**src/rtl/rle_packer_pkg.sv**
```systemverilog
// Shared widths, field positions and pack/unpack helpers for the run-length packer.
package rle_packer_pkg;

    localparam int VAL_W   = 9;
    localparam int CNT_W   = 8;
    localparam int PAIR_W  = VAL_W + CNT_W;
    localparam int CNT_LSB = 0;
    localparam int CNT_MSB = CNT_LSB + CNT_W - 1;
    localparam int VAL_LSB = CNT_MSB + 1;
    localparam int VAL_MSB = VAL_LSB + VAL_W - 1;
    localparam int DROP_W  = 16;

    typedef logic [PAIR_W-1:0] pair_t;

    function automatic pair_t pack_pair(input logic [VAL_W-1:0] value,
                                        input logic [CNT_W-1:0] count);
        pair_t p;
        p = {PAIR_W{1'b0}};
        p[VAL_MSB:VAL_LSB] = value;
        p[CNT_MSB:CNT_LSB] = count;
        return p;
    endfunction

    function automatic logic [CNT_W-1:0] unpack_count(input pair_t p);
        return p[CNT_MSB:CNT_LSB];
    endfunction

endpackage

```
**src/rtl/rle_pair_fifo.sv**
```systemverilog
// Pair FIFO: synchronous write, registered head word, extra-MSB pointers for full/empty.
module rle_pair_fifo
    import rle_packer_pkg::*;
#(
    parameter int DEPTH = 8
) (
    input  logic                   clk,
    input  logic                   rst,
    input  logic                   wr_en,
    input  pair_t                  wr_data,
    input  logic                   rd_en,
    output pair_t                  rd_data,
    output logic                   rd_valid,
    output logic [$clog2(DEPTH):0] level
);
    localparam int AW = $clog2(DEPTH);
    localparam int PW = AW + 1;

    pair_t         mem_q [DEPTH];
    logic [PW-1:0] wr_ptr_q, wr_ptr_d;
    logic [PW-1:0] rd_ptr_q, rd_ptr_d;
    logic [PW-1:0] level_q, level_d;
    pair_t         rd_data_q, rd_data_d;
    logic          rd_valid_q, rd_valid_d;

    // Next pointers, occupancy and the head word presented after this edge
    always_comb begin
        if (wr_en) begin
            wr_ptr_d = wr_ptr_q + PW'(1);
        end else begin
            wr_ptr_d = wr_ptr_q;
        end
        if (rd_en) begin
            rd_ptr_d = rd_ptr_q + PW'(1);
        end else begin
            rd_ptr_d = rd_ptr_q;
        end
        level_d    = wr_ptr_d - rd_ptr_d;
        rd_valid_d = (level_d != {PW{1'b0}});
        // The new head is the slot being written now only when everything older is gone
        if (!rd_valid_d) begin
            rd_data_d = rd_data_q;
        end else if (rd_ptr_d == wr_ptr_q) begin
            rd_data_d = wr_data;
        end else begin
            rd_data_d = mem_q[rd_ptr_d[AW-1:0]];
        end
    end

    // Storage array, not reset
    always_ff @(posedge clk) begin
        if (wr_en) begin
            mem_q[wr_ptr_q[AW-1:0]] <= wr_data;
        end
    end

    // Pointer, occupancy and output registers
    always_ff @(posedge clk or posedge rst) begin
        if (rst) begin
            wr_ptr_q   <= {PW{1'b0}};
            rd_ptr_q   <= {PW{1'b0}};
            level_q    <= {PW{1'b0}};
            rd_data_q  <= {PAIR_W{1'b0}};
            rd_valid_q <= 1'b0;
        end else begin
            wr_ptr_q   <= wr_ptr_d;
            rd_ptr_q   <= rd_ptr_d;
            level_q    <= level_d;
            rd_data_q  <= rd_data_d;
            rd_valid_q <= rd_valid_d;
        end
    end

    assign rd_data  = rd_data_q;
    assign rd_valid = rd_valid_q;
    assign level    = level_q;

endmodule

```
**src/rtl/rle_packer.sv**
```systemverilog
// Packs encoder (value,count) runs into a FIFO of 17-bit words, one push per new run.
// Optional RLE_PACK_DROP_CNT_EN adds a saturating drop_cnt output.
module rle_packer
    import rle_packer_pkg::*;
#(
    parameter int DEPTH = 8
) (
    input  logic                    clk,
    input  logic                    rst,
    input  logic signed [VAL_W-1:0] in_value,
    input  logic        [CNT_W-1:0] in_count,
    output logic       [PAIR_W-1:0] out_data,
    output logic                    out_valid,
    input  logic                    out_ready,
    output logic                    ovf,
    output logic [$clog2(DEPTH):0]  level
`ifdef RLE_PACK_DROP_CNT_EN
    ,
    output logic       [DROP_W-1:0] drop_cnt
`endif
);
    localparam int LW = $clog2(DEPTH) + 1;

    pair_t cur_pair_s, prev_q, prev_d;
    logic  new_pair_s, pop_s, full_s, push_s, drop_s;
    logic  ovf_q, ovf_d;

    // Change detection against last cycle's pair, and push/drop arbitration
    always_comb begin
        cur_pair_s = pack_pair(in_value, in_count);
        prev_d     = cur_pair_s;
        new_pair_s = (cur_pair_s != prev_q) && (unpack_count(cur_pair_s) != {CNT_W{1'b0}});
        pop_s      = out_valid & out_ready;
        full_s     = (level == LW'(DEPTH));
        push_s     = new_pair_s & (~full_s | pop_s);
        drop_s     = new_pair_s & full_s & ~pop_s;
        ovf_d      = ovf_q | drop_s;
    end

    // Previous-pair and sticky overflow registers
    always_ff @(posedge clk or posedge rst) begin
        if (rst) begin
            prev_q <= {PAIR_W{1'b0}};
            ovf_q  <= 1'b0;
        end else begin
            prev_q <= prev_d;
            ovf_q  <= ovf_d;
        end
    end

    assign ovf = ovf_q;

`ifdef RLE_PACK_DROP_CNT_EN
    logic [DROP_W-1:0] drop_cnt_q, drop_cnt_d;

    // Saturating count of dropped pairs
    always_comb begin
        if (drop_s && (drop_cnt_q != {DROP_W{1'b1}})) begin
            drop_cnt_d = drop_cnt_q + DROP_W'(1);
        end else begin
            drop_cnt_d = drop_cnt_q;
        end
    end

    // Drop counter register
    always_ff @(posedge clk or posedge rst) begin
        if (rst) begin
            drop_cnt_q <= {DROP_W{1'b0}};
        end else begin
            drop_cnt_q <= drop_cnt_d;
        end
    end

    assign drop_cnt = drop_cnt_q;
`endif

    rle_pair_fifo #(
        .DEPTH (DEPTH)
    ) u_fifo (
        .clk      (clk),
        .rst      (rst),
        .wr_en    (push_s),
        .wr_data  (cur_pair_s),
        .rd_en    (pop_s),
        .rd_data  (out_data),
        .rd_valid (out_valid),
        .level    (level)
    );

endmodule
```
**config.mk**
```make
export PLATFORM = sky130hd
export DESIGN_NAME = rle_packer
export DESIGN_NICKNAME = d
export VERILOG_FILES = /design/src/rtl/rle_packer_pkg.sv /design/src/rtl/rle_pair_fifo.sv /design/src/rtl/rle_packer.sv
export SDC_FILE = /design/constraint.sdc
export NUM_CORES = 1
export LEC_CHECK = 0
export CAP_MARGIN = 15
export CORE_MARGIN = 10
export CORE_UTILIZATION = 38
export CTS_CLUSTER_DIAMETER = 40
export DETAILED_ROUTE_END_ITERATION = 16
export GPL_TIMING_DRIVEN = 1
export PLACE_DENSITY = 0.63
export SETUP_SLACK_MARGIN = 0.15
export SLEW_MARGIN = 30
export SYNTH_ARGS = -nofsm -noshare
export SYNTH_HDL_FRONTEND = slang
export SYNTH_SLANG_ARGS = --single-unit
```
**constraint.sdc**
```tcl
create_clock -name clk -period 4.96 [get_ports clk]
set_input_delay 0.496 -clock clk [delete_from_list [all_inputs] [get_ports clk]]
set_output_delay 0.496 -clock clk [all_outputs]
set_load 0.05 [all_outputs]
```
==> flow_summary.yaml <==
sta:
  worst_pin_slew_ns: 0.849
  timing_hold_violations_final: 0
  fmax_ghz: 0.233
  setup_viol: 0
  relSlewSlack_pct: 43.3
  drv_slew: 0
  final.setup.tns_ns: 0
  fin_crit_ns: 4.30
  post-route-period-util_pct: 86.7
  rsz0062_at_grt: "false"
  clock_skew_ns: 0.0135
clock_tree:
  post_cts_buffers: 0
  tritoncts: "built"
  insertion_delay_ns: 0.43
  clk_pin_slew_ns: 0.07
  htree_levels: 4
  clock_path_buffers: 2
  numCtsBuffers: 17
  cts_resized: 0
  clock-sinks: 184
  cts_root_buf: "clkbuf_16"
  hold_buffers: 0
critical_path:
  crit_end: "u_fifo.rd_data[7]"
  cp_cell_sequence: "clkdlybuf4s50_1 -> xnor2_1 -> nand4_1 -> nor4_1 -> buf_4 -> a21boi_0 -> nand2_1 -> mux2_2 -> ha_1 -> a21o_1 -> a21oi_1 -> xor2_1 -> xnor2_1 -> nor4_4 -> buf_4 -> mux2_2"
  cp.buffers_inverters: 3
  cp_num_cells: 16
  timing.rr.start: "prev_q[4]"
  rr_worst_depth: 15
  crit_start: "in_value[2]"
  start_kind: "primary input"
  worst_ep_arrival_time_ns: 4.61
  path_class: "primary input to register"
  crit_required_ns: 5.27
  reg2reg_setup_slack_ns: 0.87
  critPathTopFamily: "buffers and inverters"
  cp_max_fo: 12
  cpPeakStageDelay_ns: 0.72
  endpoint_kind: "register"
  r2r_end: "u_fifo.rd_data[7]"
  cp_slowest_cell: "clkdlybuf4s50_1"
routing:
  antenna_left: 0
  wl_per_cell_um: 20.1
  wirelength_um: 17600
  drc: 0
  via_per_inst: 5.08
  dr.pass1.iters: 4
  dr_total_vias: 4431
  drt_iter0_drc: 430
grt:
  grt_max_degree: 53
  overflow: 0
  grt_usage_pct: 13.8
  grt_pass1_wl_um: 27200
  grt_pass1_vias: 4557
  antenna_found_initial: 0
synthesis:
  ys_seq_elements: 184
  post-synth-top-area-cell: "edfxtp_1"
  synth_seq_area_share_pct: 70.6
  synth-edff-count: 136
  synth_warnings: 0
  synth_cell_types: 45
  synth_flop_cell: "edfxtp_1"
  syn_area_per_cell_um2: 14.3
  synthArstFlopShare_pct: 26.1
  synth_top_cell_area_share_pct: 54.5
  syn-num-nets: 548
  syn_area_um2: 7490
  synth_area_leaders: "edfxtp_1 (55%), dfrtp_1 (16%), nand2_1 (5.6%)"
  synth_cells: 522
pwr:
  p_int_mw: 4.14
  ir_worst_vdd_mv: 0.351
  power.total_mw: 6.74
  seqPwrFrac_pct: 35.0
  p_comb_share_pct: 45.6
  pwr_density_cell_nw_per_um2: 745
  swShare_pct: 38.6
  clkPwrFrac_pct: 19.4
  leakagePower_nw: 3.27
  power.switching_mw: 2.60
job:
  drv_cap: 0
floorplan:
  core_area_um2: 19400
  dieHeight_um: 160
  start_util_pct: 38.6
  die_w_um: 160
  die_area_um2: 25700
  pin_count: 43
  rows: 51
finish:
  fin_nets: 621
  area.growth.synth_to_final_pct: 21.0
  drive_gt1_share_pct: 16.3
  layout.cells.non_filler: 873
  finalInstanceArea_um2: 9060
  n_antenna_cell: 0
placed_design:
  placed_cells: 840
  io_buffers: 42
  placed_area_um2: 8480
  gp_congestion: 0.822
  dp_hpwl_um: 10800
status:
  status: "finished clean"
worst_hold_path:
  min_path_type: "register to register"
## sequential cells by signal, summed over array words and instances (netlist names)
register,flops
u_fifo.wr_ptr_q,4
u_fifo.mem_q,136
prev_q,17
ovf,1
u_fifo.rd_valid,1
u_fifo.rd_ptr_q,4
u_fifo.rd_data,17
u_fifo.level,4
## cell families after synthesis
family	after synthesis	synth area share [%]
buf+inv	30	1.72
flops	184	70.6
mux	52	7.54
xor+xnor	30	3.98
simple gates	191	11.9
compound gates	29	3.18
fa+ha+maj	6	1.10
## cells in the final DEF, fill, tap and decap left out, types with 18 or more instances in the layout
cell type / instances
and3_1: 18
xnor2_1: 18
dfrtp_1: 48
nand3_1: 40
edfxtp_1: 136
clkdlybuf4s50_1: 42
mux2_2: 20
buf_4: 31
nand2_1: 111
## synthesized netlist by cell type (2+ instances only)
cell type  number
edfxtp_1      136
nand2_1       111
dfrtp_1        48
nand3_1        40
mux2_2         20
and3_1         18
xnor2_1        18
a32oi_1        17
mux2i_1        17
mux2_1         15
clkbuf_1       14
xor2_1         10
inv_1           7
ha_1            5
nor3b_1         4
a21oi_1         3
buf_2           3
nand4_1         3
nor3_1          3
nor4_1          3
a21boi_0        2
buf_1           2
## cell type report
cell class / instances / area, um^2
fill: 1705 / 10300
sequential: 184 / 5290
multi-input combinational: 308 / 2140
timing repair buffer: 76 / 704
clock buffer: 21 / 440
tap: 265 / 332
clock inverter: 11 / 125
inverter: 8 / 32.5
## per-layer routing
metal / vias up / routed length [um] / global-route usage [%]
li1: 2070 / - / -
met1: 2238 / 7600 / 17.5
met2: 110 / 8720 / 22.8
met3: 13 / 1000 / 3.20
met4: 0 / 259 / 4.84
met5: - / 0 / 0
## power by group through the flow
stage / clock network [mW] / logic [mW] / registers, mW
after global placement: 0 / 3.01 / 2.37
after global routing: 1.40 / 3.34 / 2.40
after floorplan: 0 / 1.82 / 2.64
after detailed placement: 0 / 3.10 / 2.39
after CTS: 1.33 / 3.12 / 2.36
final: 1.31 / 3.08 / 2.36
## stage by stage
step           utilization (%)  hold WS, ns  worst slack (ns)
2_1_floorplan                -        0.443              1.15
3_3_place_gp              43.7        0.459             0.376
3_5_place_dp              43.7        0.468             0.265
4_1_cts                   46.6        0.480             0.663
5_1_grt                   46.7        0.493             0.426
6_report                  46.7        0.476             0.660
## worst min-delay path by stage
stage | startpoint | to | slack (ns) | cells after the start
after floorplan | u_fifo.wr_ptr_q[3] | u_fifo.wr_ptr_q[3] | 0.44 | 1
after global placement | u_fifo.wr_ptr_q[3] | u_fifo.wr_ptr_q[3] | 0.46 | 1
after detailed placement | u_fifo.wr_ptr_q[3] | u_fifo.wr_ptr_q[3] | 0.47 | 1
after CTS | u_fifo.wr_ptr_q[3] | u_fifo.wr_ptr_q[3] | 0.48 | 1
after global routing | u_fifo.wr_ptr_q[3] | u_fifo.wr_ptr_q[3] | 0.49 | 1
final | u_fifo.wr_ptr_q[3] | u_fifo.wr_ptr_q[3] | 0.48 | 1
Power figures use the tool's default switching activity.
